File: config.mk
export PLATFORM = sky130hd
export DESIGN_NAME = siu_dmu_tx_sched_flat
export DESIGN_NICKNAME = d
export VERILOG_FILES = /design/src/rtl/siu_dmu_tx_sched_if.sv /design/src/rtl/siu_dmu_tx_sched.sv /design/src/flat_wrapper.sv
export SDC_FILE = /design/constraint.sdc
export NUM_CORES = 1
export LEC_CHECK = 0
export CAP_MARGIN = 5
export CORE_AREA = 2 2 258 260
export DETAILED_ROUTE_END_ITERATION = 8
export DIE_AREA = 0 0 260 262
export HOLD_SLACK_MARGIN = 0.08
export PLACE_DENSITY = 0.42
export SYNTH_ARGS = -nofsm -noshare
export SYNTH_HDL_FRONTEND = slang
export SYNTH_SLANG_ARGS = --single-unit
export TNS_END_PERCENT = 100
File: constraint.sdc
create_clock -name iol2clk -period 3.5 [get_ports iol2clk]
set_input_delay 0.7 -clock iol2clk [delete_from_list [all_inputs] [get_ports iol2clk]]
set_output_delay 0.7 -clock iol2clk [all_outputs]
set_load 0.01 [all_outputs]
File: src/rtl/siu_dmu_tx_sched_if.sv
// SIU-to-DMU outbound packet bus: two packet sources, DMU credit return and the DMU-facing strobes.
// master = scheduler side, slave = sources/DMU side.
interface siu_dmu_tx_sched_if #(
  parameter int unsigned CW = 3
);
  logic          req0_vld;
  logic [127:0]  req0_hdr;
  logic          req0_has_data;
  logic          req0_gnt;
  logic          req0_data_rd;
  logic [127:0]  req0_data;
  logic          req1_vld;
  logic [127:0]  req1_hdr;
  logic          req1_has_data;
  logic          req1_gnt;
  logic          req1_data_rd;
  logic [127:0]  req1_data;
  logic          dmu_sio_credit_ret;
  logic          sio_dmu_hdr_vld;
  logic          sio_dmu_datareq;
  logic [127:0]  sio_dmu_data;
  logic [7:0]    sio_dmu_parity;
  logic          sched_err;
  logic [CW-1:0] credit_cnt;

  modport master (
    input  req0_vld, req0_hdr, req0_has_data, req0_data,
    input  req1_vld, req1_hdr, req1_has_data, req1_data,
    input  dmu_sio_credit_ret,
    output req0_gnt, req0_data_rd, req1_gnt, req1_data_rd,
    output sio_dmu_hdr_vld, sio_dmu_datareq, sio_dmu_data, sio_dmu_parity,
    output sched_err, credit_cnt
  );

  modport slave (
    output req0_vld, req0_hdr, req0_has_data, req0_data,
    output req1_vld, req1_hdr, req1_has_data, req1_data,
    output dmu_sio_credit_ret,
    input  req0_gnt, req0_data_rd, req1_gnt, req1_data_rd,
    input  sio_dmu_hdr_vld, sio_dmu_datareq, sio_dmu_data, sio_dmu_parity,
    input  sched_err, credit_cnt
  );
endinterface

File: src/rtl/siu_dmu_tx_sched.sv
// Credit-gated round-robin scheduler of SIU packets (header, optional gap + 4-beat payload) onto the DMU bus.
module siu_dmu_tx_sched #(
  parameter int unsigned CREDITS = 4,
  parameter int unsigned CW      = 3
) (
  input logic                 iol2clk,
  input logic                 rst,
  siu_dmu_tx_sched_if.master  bus
);

  typedef enum logic [1:0] {IDLE, HDR, GAP, DATA} state_t;

  state_t         state;
  logic [1:0]     beat_cnt;
  logic           cur_src;
  logic           cur_has_data;
  logic           rr_last;
  logic           hdr_vld_q;
  logic           datareq_q;
  logic [127:0]   data_q;
  logic           err_q;
  logic [CW-1:0]  cnt_q;

  logic           arb_slot;
  logic           credit_ok;
  logic           can_grant;
  logic           gnt0;
  logic           gnt1;
  logic           pop;
  logic [127:0]   pop_data;
  logic [7:0]     parity;

  // Grants and pops are combinational so a returned credit or a FWFT word is usable in the same cycle;
  // both are masked during reset so an abandoned packet never pops again.
  always_comb begin
    arb_slot  = (state == IDLE) || ((state == HDR) && !cur_has_data) ||
                ((state == DATA) && (beat_cnt == 2'd3));
    credit_ok = (cnt_q != '0) || bus.dmu_sio_credit_ret;
    can_grant = arb_slot && credit_ok && !rst;
    gnt0      = can_grant && bus.req0_vld && (!bus.req1_vld || rr_last);
    gnt1      = can_grant && bus.req1_vld && (!bus.req0_vld || !rr_last);
    pop       = !rst && ((state == GAP) || ((state == DATA) && (beat_cnt != 2'd3)));
    pop_data  = cur_src ? bus.req1_data : bus.req0_data;
  end

  always_ff @(posedge iol2clk) begin
    if (rst) begin
      state        <= IDLE;
      beat_cnt     <= '0;
      cur_src      <= 1'b0;
      cur_has_data <= 1'b0;
      rr_last      <= 1'b1;
      hdr_vld_q    <= 1'b0;
      datareq_q    <= 1'b0;
      data_q       <= '0;
      err_q        <= 1'b0;
      cnt_q        <= CW'(CREDITS);
    end else begin
      hdr_vld_q <= 1'b0;
      datareq_q <= 1'b0;
      data_q    <= '0;
      case (state)
        IDLE: state <= IDLE;
        HDR:  state <= cur_has_data ? GAP : IDLE;
        GAP: begin
          state    <= DATA;
          beat_cnt <= '0;
          data_q   <= pop_data;
        end
        DATA: begin
          beat_cnt <= beat_cnt + 2'd1;
          if (beat_cnt == 2'd3) state <= IDLE;
          else                  data_q <= pop_data;
        end
        default: state <= IDLE;
      endcase

      // A grant overrides the end-of-packet transition, giving back-to-back headers.
      if (gnt0 || gnt1) begin
        state        <= HDR;
        cur_src      <= gnt1;
        rr_last      <= gnt1;
        cur_has_data <= gnt1 ? bus.req1_has_data : bus.req0_has_data;
        hdr_vld_q    <= 1'b1;
        datareq_q    <= gnt1 ? bus.req1_has_data : bus.req0_has_data;
        data_q       <= gnt1 ? bus.req1_hdr : bus.req0_hdr;
      end

      if ((gnt0 || gnt1) && !bus.dmu_sio_credit_ret) begin
        cnt_q <= cnt_q - CW'(1);
      end else if (!(gnt0 || gnt1) && bus.dmu_sio_credit_ret) begin
        if (cnt_q == CW'(CREDITS)) err_q <= 1'b1;
        else                       cnt_q <= cnt_q + CW'(1);
      end
    end
  end

  always_comb begin
    parity = '0;
    for (int unsigned i = 0; i < 8; i++) parity[i] = ^data_q[16*i +: 16];
  end

  assign bus.req0_gnt        = gnt0;
  assign bus.req1_gnt        = gnt1;
  assign bus.req0_data_rd    = pop && !cur_src;
  assign bus.req1_data_rd    = pop && cur_src;
  assign bus.sio_dmu_hdr_vld = hdr_vld_q;
  assign bus.sio_dmu_datareq = datareq_q;
  assign bus.sio_dmu_data    = data_q;
  assign bus.sio_dmu_parity  = parity;
  assign bus.sched_err       = err_q;
  assign bus.credit_cnt      = cnt_q;

endmodule

File: src/flat_wrapper.sv
// flat-port wrapper written by rule: the top's interface ports become plain ports
module siu_dmu_tx_sched_flat 
#(
  parameter int unsigned CREDITS = 4,
  parameter int unsigned CW      = 3
)
  (iol2clk, rst, bus_req0_vld, bus_req0_hdr, bus_req0_has_data, bus_req0_data, bus_req1_vld, bus_req1_hdr, bus_req1_has_data, bus_req1_data, bus_dmu_sio_credit_ret, bus_req0_gnt, bus_req0_data_rd, bus_req1_gnt, bus_req1_data_rd, bus_sio_dmu_hdr_vld, bus_sio_dmu_datareq, bus_sio_dmu_data, bus_sio_dmu_parity, bus_sched_err, bus_credit_cnt);
  siu_dmu_tx_sched_if #(.CW(CW)) bus_i ();
  input logic iol2clk;
  input logic rst;
  input wire logic [$bits(bus_i.req0_vld)-1:0] bus_req0_vld;
  input wire logic [$bits(bus_i.req0_hdr)-1:0] bus_req0_hdr;
  input wire logic [$bits(bus_i.req0_has_data)-1:0] bus_req0_has_data;
  input wire logic [$bits(bus_i.req0_data)-1:0] bus_req0_data;
  input wire logic [$bits(bus_i.req1_vld)-1:0] bus_req1_vld;
  input wire logic [$bits(bus_i.req1_hdr)-1:0] bus_req1_hdr;
  input wire logic [$bits(bus_i.req1_has_data)-1:0] bus_req1_has_data;
  input wire logic [$bits(bus_i.req1_data)-1:0] bus_req1_data;
  input wire logic [$bits(bus_i.dmu_sio_credit_ret)-1:0] bus_dmu_sio_credit_ret;
  output wire logic [$bits(bus_i.req0_gnt)-1:0] bus_req0_gnt;
  output wire logic [$bits(bus_i.req0_data_rd)-1:0] bus_req0_data_rd;
  output wire logic [$bits(bus_i.req1_gnt)-1:0] bus_req1_gnt;
  output wire logic [$bits(bus_i.req1_data_rd)-1:0] bus_req1_data_rd;
  output wire logic [$bits(bus_i.sio_dmu_hdr_vld)-1:0] bus_sio_dmu_hdr_vld;
  output wire logic [$bits(bus_i.sio_dmu_datareq)-1:0] bus_sio_dmu_datareq;
  output wire logic [$bits(bus_i.sio_dmu_data)-1:0] bus_sio_dmu_data;
  output wire logic [$bits(bus_i.sio_dmu_parity)-1:0] bus_sio_dmu_parity;
  output wire logic [$bits(bus_i.sched_err)-1:0] bus_sched_err;
  output wire logic [$bits(bus_i.credit_cnt)-1:0] bus_credit_cnt;
  assign bus_i.req0_vld = bus_req0_vld;
  assign bus_i.req0_hdr = bus_req0_hdr;
  assign bus_i.req0_has_data = bus_req0_has_data;
  assign bus_i.req0_data = bus_req0_data;
  assign bus_i.req1_vld = bus_req1_vld;
  assign bus_i.req1_hdr = bus_req1_hdr;
  assign bus_i.req1_has_data = bus_req1_has_data;
  assign bus_i.req1_data = bus_req1_data;
  assign bus_i.dmu_sio_credit_ret = bus_dmu_sio_credit_ret;
  assign bus_req0_gnt = bus_i.req0_gnt;
  assign bus_req0_data_rd = bus_i.req0_data_rd;
  assign bus_req1_gnt = bus_i.req1_gnt;
  assign bus_req1_data_rd = bus_i.req1_data_rd;
  assign bus_sio_dmu_hdr_vld = bus_i.sio_dmu_hdr_vld;
  assign bus_sio_dmu_datareq = bus_i.sio_dmu_datareq;
  assign bus_sio_dmu_data = bus_i.sio_dmu_data;
  assign bus_sio_dmu_parity = bus_i.sio_dmu_parity;
  assign bus_sched_err = bus_i.sched_err;
  assign bus_credit_cnt = bus_i.credit_cnt;
  siu_dmu_tx_sched #(.CREDITS(CREDITS), .CW(CW)) u_core (.iol2clk(iol2clk), .rst(rst), .bus(bus_i));
endmodule
Word-level counts from Yosys, hierarchy flattened:

Index checks and enable logic that the tools add are counted.

* multiply operators: 0
* $add $sub $neg: 3
* equal/unequal tests: 9
* multiplexer cells: 15
* div/mod/pow operators: 0
* shifts and indexed selects: 0
* order comparisons: 0
* reductions and logical operators: 45
* bitwise gates (word level): 2

Operators with widths (number)
* two-way mux 128 bit: 4
* one-hot mux 128 bit (2 select lines): 1
* parity 16 bit: 8
* logical AND 1 bit: 14
* two-way mux 3 bit: 3
* logical NOT 1 bit: 8
* one-hot mux 2 bit (4 select lines): 1
* logical OR 1 bit: 7
* == test 2 bit, second input constant: 3
* two-way mux 2 bit: 2
* != test 2 bit, second input constant: 2
* one-hot mux 2 bit (2 select lines): 1
* nonzero test 2 bit: 2
* OR reduction 2 bit: 2
* adder 3 x 1 -> 3 bit, second input constant: 1
* == test 3 bit, second input constant: 1
* two-way mux 1 bit: 3
* != test 3 bit, second input constant: 1
* AND reduction 3 bit: 1
* nonzero test 3 bit: 1
* subtractor 3 x 1 -> 3 bit, second input constant: 1
* adder 2 x 1 -> 2 bit, second input constant: 1
* == test 2 x 1 -> 1 bit, second input constant: 1
* logical NOT 2 bit: 1
* other kinds (3): 4

* logic and storage cells: 85
* input bits: 519
* memories: 0
* RAM bits: 0
* bits in read-only memories: 0
* output and inout port bits: 146
* register bits after elaboration: 141
* bits in latches: 0

Logic depth before layout (Yosys ltp):

Gate-level depths: netlist (run 1).

* depth after elaboration: 13
* depth in mapped cells: 12
* gate-level depth less buffers: 11

Worst setup path after synthesis (run 1):

No wires, ideal clock.

* kind: input-to-reg
* start point: input rst
* end point: register u_core.cnt_q[2] (netlist: u_core.bus.credit_cnt[2])
* data required time: 3357 ps
* setup time: 143 ps
* setup slack: 814 ps
* arrival time: 2543 ps
* stages on the path: 11
* path buffers: 2
* cells stage by stage: clkbuf_1 > inv_1 > o311ai_2 > buf_2 > nor2_1 > ha_1 > inv_1 > fa_1 > xor2_1 > o31ai_1 > o311ai_0

* word-level cells in the longest chain between the ends: 9
* elaborated cells between the ends (all ways): 14
* those cells by class: eq/ne: 1; mux: 1; reduce/logical: 12

RTL lines
* start: declaration: RTL line flat_wrapper.sv:10 `input logic rst;`
* logical NOT 1 bit: RTL line siu_dmu_tx_sched.sv:39 `can_grant = arb_slot && credit_ok && !rst;`
* logical AND 1 bit: RTL line siu_dmu_tx_sched.sv:39
* logical AND 1 bit (on tied branches) (2 in a row): RTL line siu_dmu_tx_sched.sv:40, siu_dmu_tx_sched.sv:41
* logical OR 1 bit: RTL line siu_dmu_tx_sched.sv:89, siu_dmu_tx_sched.sv:91
* logical NOT 1 bit: RTL line siu_dmu_tx_sched.sv:91 `end else if (!(gnt0 || gnt1) && bus.dmu_sio_credit_ret) begin`
* logical AND 1 bit: RTL line siu_dmu_tx_sched.sv:91
* nonzero test 2 bit (no source line)
* AND reduction 2 bit (no source line)
* end signal: assignment: RTL line siu_dmu_tx_sched.sv:57 `cnt_q <= CW'(CREDITS);`
* end signal: assignment: RTL line siu_dmu_tx_sched.sv:90 `cnt_q <= cnt_q - CW'(1);`
* end signal: assignment: RTL line siu_dmu_tx_sched.sv:93 `else cnt_q <= cnt_q + CW'(1);`
* end: declaration: RTL line siu_dmu_tx_sched.sv:22 `logic [CW-1:0] cnt_q;`

Several ways; a longest one is shown, not always the timed one.
A chain may end at the register's enable or synchronous reset.

Worst setup path after layout (run 1):

* start point: input bus_dmu_sio_credit_ret
* end point: output bus_req1_gnt

* word-level cells in the longest chain between the ends: 5

RTL lines
* start: declaration: RTL line flat_wrapper.sv:19 `input wire logic [$bits(bus_i.dmu_sio_credit_ret)-1:0] bus_dmu_sio_credit_ret;`
* logical OR 1 bit: RTL line siu_dmu_tx_sched.sv:38 `credit_ok = (cnt_q != '0) || bus.dmu_sio_credit_ret;`
* logical AND 1 bit (2 in a row): RTL line siu_dmu_tx_sched.sv:39
* logical AND 1 bit (2 in a row): RTL line siu_dmu_tx_sched.sv:41 `gnt1 = can_grant && bus.req1_vld && (!bus.req0_vld || !rr_last);`
* end: declaration: RTL line flat_wrapper.sv:22 `output wire logic [$bits(bus_i.req1_gnt)-1:0] bus_req1_gnt;`

Every way passes these cells.

==> qor.txt, run 1 <==
Inst Count DP: 2268
Total clock sinks: 141
Share of the core filled with cells: 25.6%
Met2 WL: 24.9 mm
Critical path endpoint category: output pin
Pin count of the biggest net entering global routing: 75
DR WL/cell: 20.6 um
Hold Vio Cnt, Final: 0
Worst min-delay path startpoint: u_core.bus.sched_err
Post-detailed-routing wire length: 47.4 mm
Critical setup path kind: in -> out
Fin cells: 2300
Vias per cell: 3.83
Max-cap viol count: 0
Outcome: completed
Met1 WL: 18.8 mm
Num rows: 94
Syn avg cell area: 10.8 um^2
Number of synthesized register bits: 141
CP max FO: 5
Buffers on Ports: 664
Sequential area share after synthesis: 32.9%
Total power: 6170 uW
Synth area leaders: dfxtp_1, o22ai_2, mux2i_1, xnor2_1, a22oi_1
Worst skew pair latency: 0.48 ns
Clk root buf: clkbuf_16
Max VDD drop: 0.000272 V
Post-Synthesis Cells: 794
H-Tree Depth: 4
Mapped cell area: 8580 um^2
Worst rel slew slack: 47.8%
Leakage power: 0.00551 uW
Nets: 1950
CTS tree: yes
Final HPWL DP: 38.1 mm
Commonest non-fill, non-tap cell in the layout: clkdlybuf4s50_1
CTS Buf Count: 17
Worst path max stage delay: 0.48 ns
Critical path's most frequent cell: clkdlybuf4s50_1
Slowest CP cell: clkdlybuf4s50_1
GP Congestion: 0.831
Final period utilization: 91.5%
First-pass GRT wire length: 65.1 mm
Worst slew pin tran: 0.783 ns
Clock-pin slew on the worst setup and hold paths: 0.06 ns
Die area: 68100 um^2
Max Root-Sink Buffers: 2
Cell Pwr Density: 369 nW/um^2
CP Cell Sequence: clkdlybuf4s50_1 -> or4_1 -> o311ai_4 -> or2_2 -> inv_1 -> clkdlybuf4s50_1
Core area: 65300 um^2
CP startpoint: bus_dmu_sio_credit_ret
# setup viols final: 0
DR DRC count: 0
RSZ-0062 raised after global routing: false
Post-CTS Resized: 0
Number of buffers and inverters on the critical path: 3
Grt total ovfl: 0
Top Layer Used: met4
1st-iter DRT viols: 318
Hold-fix buffers, CTS: 0
Slew Viols, Final: 0
Post-route ant nets: 0
DR vias: 8809
Synthesized Nets: 1321
R2r startpoint: u_core.state[0]
Skew final: 0.0143 ns
Ports: 665
Cell variety after synth: 34
Die width: 260 um
Number of global-route vias before repair: 9534
Synth warn: 0
Antenna cells: 0
Fmax: 312 MHz
Cell taking the most area after synthesis: dfxtp_1
Die H: 262 um
First-pass detailed-route iteration total: 4
Ratio of cells with drive above 1 in the final layout: 12.3%
CP Launch Type: input pin
Setup tns final: 0 ns
Post-CTS Setup Inserts: 0
Initial antenna violation count: 1
Top delay family on crit path: buffers and inverters
GRT Util Overall: 13.3%
HP Class: reg -> reg
Critical path data arrival time: 2.50 ns
Final min period: 3.20 ns
Top cell type's share of synthesized area: 32.9%
Met3 WL: 2.97 mm
Area grow syn2layout: 94.9%
Critical Path RT: 2.80 ns
Starting density of the core: 13.1%
Commonest cells after routing, fill and taps aside: clkdlybuf4s50_1, dfxtp_1, mux2i_1, a22oi_1, o22ai_2
cell type report:
cell class	count	area (um^2)
repair buffers	684	6880
well taps	864	1080
inverters	10	37.5
fillers	6952	48600
flip-flops and latches	141	2830
clock buffers	21	470
clock inverters	11	116
multi-input cells	569	5300
state kept, by name, summed over array words and instances (netlist names):
register,cells
u_core.beat_cnt,2
u_core.bus.credit_cnt,3
u_core.bus.sched_err,1
u_core.bus.sio_dmu_data,128
u_core.bus.sio_dmu_datareq,1
u_core.bus.sio_dmu_hdr_vld,1
u_core.cur_has_data,1
u_core.cur_src,1
u_core.rr_last,1
u_core.state,2
per-stage QoR:
| step | setup slack (ns) | cell area (um^2) | hold slack [ns] |
|---|---|---|---|
| 6_report | 0.297 | 16700 | 0.504 |
| 5_1_grt | 0.116 | 16700 | 0.530 |
| 4_1_cts | 0.175 | 16700 | 0.505 |
| 3_5_place_dp | 0.214 | 16100 | 0.472 |
| 3_3_place_gp | 0.234 | 16100 | 0.471 |
| 2_1_floorplan | 0.814 | 8580 | 0.475 |
Yosys cell counts:
cell / number
dfxtp_1: 141
mux2i_1: 129
a22oi_1: 128
o22ai_2: 120
xnor2_1: 112
clkbuf_1: 43
buf_6: 14
buf_4: 13
inv_1: 10
nor2_1: 10
nand2_1: 9
xor2_1: 9
o22ai_1: 8
a21oi_1: 7
ha_1: 7
and2_1: 4
buf_2: 4
nor2b_1: 4
nor3_1: 3
o21ai_0: 3
a2bb2oi_1: 2
nand2b_1: 2
fa_1: 1
nand3_1: 1
nor3b_1: 1
nor4b_1: 1
o21a_1: 1
o21ai_2: 1
o221ai_1: 1
o311ai_0: 1
o311ai_2: 1
o31ai_1: 1
or2_2: 1
or4_1: 1
per-layer routing:
metal	GRT usage [%]	vias up
li1	-	4271
met1	15.2	4177
met2	24.1	321
met3	3.62	40
met4	3.98	0
met5	0	-
power breakdown:
group	internal, uW	switching, uW	leakage, uW	total [uW]
clock network	1100	817	0.000285	1920
registers	1730	107	0.00116	1840
logic	1420	1000	0.00407	2420
total	4250	1920	0.00551	6170
tightest hold or removal path, cell delays in order, from the launching register on:
cell and delay (ns):
dfxtp_1 0.33, a21oi_1 0.04, nor2_1 0.09
cell families (layout without fill, tap and decap cells):
logic type,Yosys count,after routing,share of synthesized area [%]
xor gates and xnor gates,121,121,12.4
buffers and inverters,84,726,5.53
AOI/OAI and AO/OA,274,274,30.8
adders and majority gates,8,8,1.25
and+or+nand+nor,37,37,2.14
muxes,129,129,15.1
DFF,141,141,32.9
path summary, 6_finish.rpt:
| kind | endpoint | slack, ns | cells after the start |
|---|---|---|---|
| hold reg to reg | u_core.bus.sched_err | 0.50 | 2 |
| setup / recovery | bus_req1_gnt | 0.30 | 6 |
| setup reg to reg | u_core.cur_has_data | 0.64 | 7 |
| hold / removal | u_core.bus.sched_err | 0.50 | 2 |
Note: power is estimated with default switching activity, not from simulation.
==> inputs of run 2 (changes only) <==
--- a/config.mk
+++ b/config.mk
@@ -6,9 +6,9 @@
 export NUM_CORES = 1
 export LEC_CHECK = 0
 export CAP_MARGIN = 5
-export CORE_AREA = 2 2 258 260
+export CORE_AREA = 3 3 259 261
 export DETAILED_ROUTE_END_ITERATION = 8
-export DIE_AREA = 0 0 260 262
+export DIE_AREA = 0 0 262 264
 export HOLD_SLACK_MARGIN = 0.08
 export PLACE_DENSITY = 0.42
 export SYNTH_ARGS = -nofsm -noshare
==> run 2 against run 1 <==
  * Final cell count shrank 0.57%
  * Clock-buffer cell count is 3 lower
  * Maximum frequency fell by 1.8%
  * Largest power group unchanged
  * Register-to-register slack improved by 0.22 ns
  * Via count is 0.40% higher
  * Clock power is 4% higher
  * Highest routed layer is now met5
  * Routed wire length grew 2.8%
  * Critical endpoint unchanged
  * Largest cell class unchanged
  * Sequential cell count is the same
==> qor.txt, run 2 (synthesized netlist as in run 1, its figures left out) <==
Die H: 264 um
Comb pwr share: 39.0%
Skew final: 0.00730 ns
First-pass detailed-route iteration total: 5
GP Congestion: 0.822
Worst rel slew slack: 47.9%
Ports: 665
GR Layer Usage met2: 24.8%
Busiest grt layer: met2
Clock-pin slew on the worst setup and hold paths: 0.06 ns
R2R depth: 10
Switching Fraction: 30.6%
CTS Buf Count: 17
First-pass GRT wire length: 66.8 mm
DR vias: 8844
Largest register FFs: 128
Initial antenna violation count: 6
Max VDD drop: 0.000314 V
Vias per cell: 3.87
Grt total ovfl: 0
Worst slew pin tran: 0.782 ns
Hold-fix buffers, CTS: 0
Critical path endpoint category: output pin
Max-cap viol count: 0
Leakage power: 0.00550 uW
GRT Util Overall: 13.5%
Die width: 262 um
Critical path data arrival time: 2.56 ns
Hold Vio Cnt, Final: 0
Final min period: 3.26 ns
Num rows: 93
DR WL/cell: 21.3 um
Max Root-Sink Buffers: 2
Commonest non-fill, non-tap cell in the layout: clkdlybuf4s50_1
1st-iter DRT viols: 388
Post-route ant nets: 0
DR DRC count: 0
Nets: 1944
Setup tns final: 0 ns
RSZ-0062 raised after global routing: false
Buffers on Ports: 664
Internal power: 4350 uW
Critical setup path kind: in -> out
HP Class: reg -> reg
H-Tree Depth: 4
Fmax: 307 MHz
Core area: 64700 um^2
Outcome: completed
Met3 usage: 3.44%
CP max FO: 5
# setup viols final: 0
Number of global-route vias before repair: 9408
Starting density of the core: 13.3%
Slew Viols, Final: 0
Total power: 6270 uW
Final HPWL DP: 39.5 mm
Final period utilization: 93.2%
Post-CTS Resized: 0
Commonest cells after routing, fill and taps aside: clkdlybuf4s50_1, dfxtp_1, mux2i_1, a22oi_1, o22ai_2
CTS tree: yes
CP Launch Type: input pin
Ratio of cells with drive above 1 in the final layout: 11.9%
Critical Path RT: 2.80 ns
Hold Path Cell Cnt: 2
Area grow syn2layout: 95.0%
Pin count of the biggest net entering global routing: 71
Sequential share of power: 29.2%
Post-CTS Setup Inserts: 0
Total clock sinks: 141
Cell Pwr Density: 375 nW/um^2
Clk root buf: clkbuf_16
Post-detailed-routing wire length: 48.8 mm
Worst skew pair latency: 0.47 ns
GR Util met1: 15.2%
Die area: 69200 um^2
Psw: 1920 uW
Clk pwr share: 31.8%
## run 2: worst max-delay path: stages
cell             delay, ns
clkdlybuf4s50_1       0.45
or4_1                 0.48
o311ai_4              0.18
or2_2                 0.22
inv_1                 0.05
clkdlybuf4s50_1       0.49
## run 2: path summary, 6_finish.rpt
kind / slack (ns) / startpoint / to
worst max-delay path: 0.24 / bus_dmu_sio_credit_ret / bus_req1_gnt
worst min-delay path: 0.49 / u_core.bus.sched_err / u_core.bus.sched_err
worst max register to register: 0.86 / u_core.state[1] / u_core.bus.credit_cnt[2]
worst min register to register: 0.49 / u_core.bus.sched_err / u_core.bus.sched_err
## run 2: final cells by class
class	count	area, um^2
Clock inverter	12	171
Sequential cell	141	2830
Antenna cell	4	10.0
Timing Repair Buffer	678	6860
Multi-Input combinational cell	569	5300
Clock buffer	18	439
Tap cell	855	1070
Fill cell	6894	48000
Inverter	10	37.5
## run 2: power groups by stage
stage	logic (uW)	clock network [uW]	registers, uW
global placement	2480	0	1870
CTS	2490	2100	1840
finish	2450	1990	1830
floorplan	1030	0	1900
detailed placement	2480	0	1870
global route	2600	2140	1850
## run 2: per-layer routing
| layer | vias up | share of wire [%] | routed length, um |
|---|---|---|---|
| li1 | 4257 | - | - |
| met1 | 4229 | 39 | 19000 |
| met2 | 322 | 53 | 26000 |
| met3 | 32 | 6.5 | 3150 |
| met4 | 4 | 1.3 | 618 |
| met5 | - | 0.055 | 27 |
## run 2: stage by stage
step	cells	cell area, um^2	util (%)	hold slack, ns	setup slack, ns
after CTS	2283	16700	25.8	0.497	0.218
after floorplan	794	8580	-	0.475	0.814
after global placement	2253	16100	24.9	0.474	0.267
after detailed placement	2253	16100	24.9	0.465	0.241
final	2287	16700	25.8	0.486	0.237
after global routing	2287	16700	25.8	0.512	0.101
